<file path="src/rtl/chunked_adder.sv">
// chunked_adder: multi-cycle WIDTH-bit adder that ripples CHUNK bits per clock, LSB chunk first.
// Reports sum, carry-out and signed overflow through a start/busy/done handshake.
// Optional feature macro: CHUNKED_ADDER_SUB_EN adds a subtract mode selected by op.
module chunked_adder #(
  parameter int unsigned WIDTH = 32,
  parameter int unsigned CHUNK = 8
) (
  input  logic             clk,
  input  logic             rst_n,
  input  logic             start,
  input  logic [WIDTH-1:0] a,
  input  logic [WIDTH-1:0] b,
  input  logic             cin,
  input  logic             op,
  output logic             busy,
  output logic             done,
  output logic [WIDTH-1:0] sum,
  output logic             carry,
  output logic             overflow
);

  localparam int unsigned N    = WIDTH / CHUNK;
  localparam int unsigned CntW = (N > 1) ? $clog2(N) : 1;

  typedef enum logic [1:0] {StIdle, StRun, StDone} state_e;

  state_e            state_q;
  logic [WIDTH-1:0]  a_q;      // operand A, shifted right one chunk per RUN edge
  logic [WIDTH-1:0]  b_q;      // operand B' (possibly inverted), shifted likewise
  logic [WIDTH-1:0]  acc_q;    // partial result, filled from the top one chunk at a time
  logic              cy_q;     // running carry between chunks
  logic [CntW-1:0]   cnt_q;

  logic [WIDTH-1:0]  b_seed;
  logic              cy_seed;
  logic [CHUNK:0]    chunk_res;
  logic [WIDTH-1:0]  acc_d;
  logic              last_chunk;
  logic              msb_cin;

`ifdef CHUNKED_ADDER_SUB_EN
  // Subtract as a + ~b + 1; cin has no effect in that mode.
  always_comb begin
    b_seed  = op ? ~b : b;
    cy_seed = op ? 1'b1 : cin;
  end
`else
  logic unused_op;
  assign unused_op = op;

  // Plain add: operands pass straight through.
  always_comb begin
    b_seed  = b;
    cy_seed = cin;
  end
`endif

  // Current chunk add, accumulator insert and MSB carry-in recovery.
  always_comb begin
    chunk_res  = {1'b0, a_q[CHUNK-1:0]} + {1'b0, b_q[CHUNK-1:0]} + {{CHUNK{1'b0}}, cy_q};
    acc_d      = (acc_q >> CHUNK) | (WIDTH'(chunk_res[CHUNK-1:0]) << (WIDTH - CHUNK));
    last_chunk = (cnt_q == CntW'(N - 1));
    // Carry into the top bit is recoverable from the top bit's sum and operands.
    msb_cin    = a_q[CHUNK-1] ^ b_q[CHUNK-1] ^ chunk_res[CHUNK-1];
  end

  // Control FSM, operand/accumulator datapath and registered outputs.
  always_ff @(posedge clk or negedge rst_n) begin
    if (!rst_n) begin
      state_q  <= StIdle;
      a_q      <= '0;
      b_q      <= '0;
      acc_q    <= '0;
      cy_q     <= 1'b0;
      cnt_q    <= '0;
      busy     <= 1'b0;
      done     <= 1'b0;
      sum      <= '0;
      carry    <= 1'b0;
      overflow <= 1'b0;
    end else begin
      unique case (state_q)
        StIdle, StDone: begin
          done <= 1'b0;
          if (start) begin
            a_q     <= a;
            b_q     <= b_seed;
            cy_q    <= cy_seed;
            acc_q   <= '0;
            cnt_q   <= '0;
            busy    <= 1'b1;
            state_q <= StRun;
          end else begin
            state_q <= StIdle;
          end
        end
        StRun: begin
          a_q   <= a_q >> CHUNK;
          b_q   <= b_q >> CHUNK;
          cy_q  <= chunk_res[CHUNK];
          acc_q <= acc_d;
          cnt_q <= cnt_q + CntW'(1);
          if (last_chunk) begin
            sum      <= acc_d;
            carry    <= chunk_res[CHUNK];
            overflow <= msb_cin ^ chunk_res[CHUNK];
            busy     <= 1'b0;
            done     <= 1'b1;
            state_q  <= StDone;
          end
        end
        default: state_q <= StIdle;
      endcase
    end
  end

endmodule

</file>
<file path="config.mk">
export PLATFORM = sky130hd
export DESIGN_NAME = chunked_adder
export DESIGN_NICKNAME = d
export VERILOG_FILES = /design/src/rtl/chunked_adder.sv
export SDC_FILE = /design/constraint.sdc
export NUM_CORES = 1
export LEC_CHECK = 0
export ABC_AREA = 1
export CORE_MARGIN = 10
export CORE_UTILIZATION = 63
export CTS_CLUSTER_SIZE = 16
export DETAILED_ROUTE_END_ITERATION = 8
export DONT_BUFFER_PORTS = 1
export PLACE_DENSITY = 0.79
export SLEW_MARGIN = 20
export SYNTH_ARGS = -nofsm -noshare
export SYNTH_HDL_FRONTEND = slang
export SYNTH_SLANG_ARGS = --single-unit
</file>
<file path="constraint.sdc">
create_clock -name clk -period 2 [get_ports clk]
set_input_delay 0.5 -clock clk [delete_from_list [all_inputs] [get_ports clk]]
set_output_delay 0.5 -clock clk [all_outputs]
set_load 0.05 [all_outputs]
</file>
==> run_results.csv <==
group,metric,value,unit
sta,fin_setup_tns,0,ns
floorplan,start_util,64.6,%
drt,route.final.wire_length,12.1,mm
sta,rsz0062_at_grt,"no",
power,power.density,2220,nW/um^2
clock_network,clk-insertion-delay-late,0.51,ns
setup_path,cp_cell_sequence,"fa_1, inv_1, fa_1, inv_1, nand3_1, nand2_2, a21oi_2, nand2_1, nand3_1, nand2_1",
setup_path,slowest_delay,0.45,ns
global_route,grt_start_max_net_pins,130,
clock_network,cts_buffers,17,
setup_path,startpoint,"a_q[0]",
clock_network,cts_buffer_depth,2,
sta,finClkSkew,0.00777,ns
setup_path,r2r-start,"a_q[0]",
layout,drive_above_1_share,8.71,%
global_route,grt_overflow_total,0,
yosys,syn-num-nets,621,
drt,vias_per_cell,5.73,
sta,fmax,545,MHz
clock_network,cts-root-buf,"clkbuf_8",
layout,n_antenna_cell,0,
sta,finalHoldViolCount,129,
global_route,antenna_found_initial,0,
power,total_power,13.1,mW
layout,final_common_cell,"dfrtp_1",
yosys,yosysUniqueCellTypes,23,
floorplan,coreArea,8220,sq um
layout,final_cell_mix,"129 x dfrtp_1, 99 x nor2_1, 84 x nand2_1",
power,ir_worst_vdd,1.03,mV
sta,setup-violations-final,0,
run_status,status,"finished, violations left",
clock_network,cts_tree,"built",
sta,drv_slew,0,
place,dp_hpwl,7.94,mm
drt,firstDrtPassIters,5,
setup_path,crit_path_end_kind,"flip-flop",
yosys,synth_warnings,0,
global_route,first_global_vias,3840,
setup_path,r2r_cells,10,
yosys,synth-simple-area-share,15.1,%
place,portBuffers,0,
setup_path,cp-start-kind,"flip-flop",
setup_path,slowest_stage,"fa_1",
min_path,min_path_type,"input pin to async pin",
job,maxCapViolCount,0,
floorplan,die_y,112,microns
sta,hold_ws,-0.323,ns
yosys,synth_mux_area_share,0,%
drt,drc,0,
floorplan,rows,33,
setup_path,cp_max_fo,4,
clock_network,clock-sinks,129,
yosys,syn_area,5310,sq um
yosys,synth_top_family_by_area,"simple AND/OR/NAND/NOR gates",
yosys,synth_cells,542,
sta,finalCritPeriodShare,91.7,%
floorplan,die_area,12500,sq um
drt,vias,3756,
yosys,synth_seq_cells,129,
drt,route.detailed.wl_per_inst,18.4,microns
clock_network,cts_setup_buffers,0,
floorplan,die_w,112,microns
yosys,synth-compound-area-share,14.2,%
yosys,ys_seq_area_share,60.8,%
place,gp_congestion,0.793,
yosys,synthAdderAreaFrac,2.64,%
global_route,track_usage,19.3,%
setup_path,worst-endpoint-required,2.40,ns
setup_path,cp.arrival,2.23,ns
clock_network,clkTransAtPathRegs,0.06,ns
layout,area_growth_syn_to_layout,11.7,%
setup_path,path_class,"flip-flop to flip-flop",
sta,slew_headroom,64.8,%
power,p_leak,2.86,nW
yosys,synth-xor-area-share,0.495,%
global_route,grt_pass1_wl,19.7,mm
floorplan,io_pins,105,
drt,detail-route-antenna-nets,0,
drt,drtIter0Drc,238,
layout,nets,618,
clock_network,htree_levels,4,
sta,fin_crit,1.83,ns
yosys,avgSynthCellArea,9.79,sq um
run_status,violations,"negative hold slack",
sta,worst_slew_pin_slew,0.528,ns
## registers in the layout, summed over array words and instances, names as in the netlist
name	flops
cnt_q	2
cy_q	1
sum	32
overflow	1
acc_q	24
done	1
b_q	32
busy	1
state_q	2
carry	1
a_q	32
## cells by family after synthesis
| group | count (synthesis) |
|---|---|
| and+or+nand+nor | 201 |
| buffers and inverters | 78 |
| adders and majority gates | 10 |
| DFF | 129 |
| xor gates and xnor gates | 3 |
| AOI/OAI and AO/OA | 121 |
## per-stage QoR
step	instances	setup WS [ns]	hold slack, ns	util (%)	cell area [sq um]
after global placement	625	0.173	0.208	65.1	5350
after CTS	656	0.128	-0.342	72.1	5920
after detailed placement	625	0.143	0.208	65.1	5350
after global routing	656	0.0168	-0.350	72.1	5930
final	656	0.167	-0.323	72.1	5930
after floorplan	542	0.296	0.204	-	5310
## what timing repair did
action / CTS / global route
hold endpoints to repair: 129 / 129
setup endpoints to repair: 0 / 1
resized for setup: 0 / 2
## worst paths after layout
| check | to | slack (ns) |
|---|---|---|
| max | overflow | 0.17 |
| min | sum[5] | -0.32 |
| max reg2reg | overflow | 0.17 |
| min reg2reg | cnt_q[0] | 0.48 |
| max in group asynchronous | b_q[13] | 2.18 |
| min in group clk | b_q[25] | 0.12 |
## area by class of cell
type,instances,area (sq um)
clock buffers,20,445
clock inverters,11,129
fillers,594,2290
inverters,49,185
multi-input cells,335,1730
flip-flops and latches,129,3230
well taps,105,131
repair buffers,7,77.6
## synthesized netlist by cell type
library cell,instances,area [sq um]
buf_2,9,45.0
clkinv_1,2,7.51
nor2_1,99,372
nand3b_1,3,22.5
o21ai_1,31,155
inv_1,42,158
inv_2,4,15.0
clkinv_2,1,5.00
a22o_1,17,149
fa_1,2,40.0
nor2_4,1,11.3
nand2_1,85,319
dfrtp_1,129,3230
buf_6,5,56.3
buf_4,3,22.5
ha_1,8,100
a21oi_1,5,25.0
nand2_4,2,22.5
clkbuf_1,12,45.0
o22ai_1,68,425
nand3_1,10,50.1
xnor2_1,3,26.3
nand2_2,1,6.26
## power by group
part           internal [mW]  switching [mW]  leakage, nW  total [mW]
sequential              3.81            1.81         1.60        5.62
clock                   1.84            1.11        0.278        2.95
combinational           1.74            2.83        0.978        4.57
## metal layers
metal,track usage [%],wire length [microns]
met4,7.63,170
met1,22.9,4910
met2,30.3,5810
met3,8.43,1190
met5,0,0
## critical path, delay by kind of cell, from the launching register on
| family | cells | cell delay [ns] |
|---|---|---|
| buf+inv | 2 | 0.14 |
| simple gates | 5 | 0.37 |
| fa+ha+maj | 2 | 0.65 |
| compound gates | 1 | 0.16 |
| flops | 1 | 0.40 |
Power figures use the tool's default switching activity.
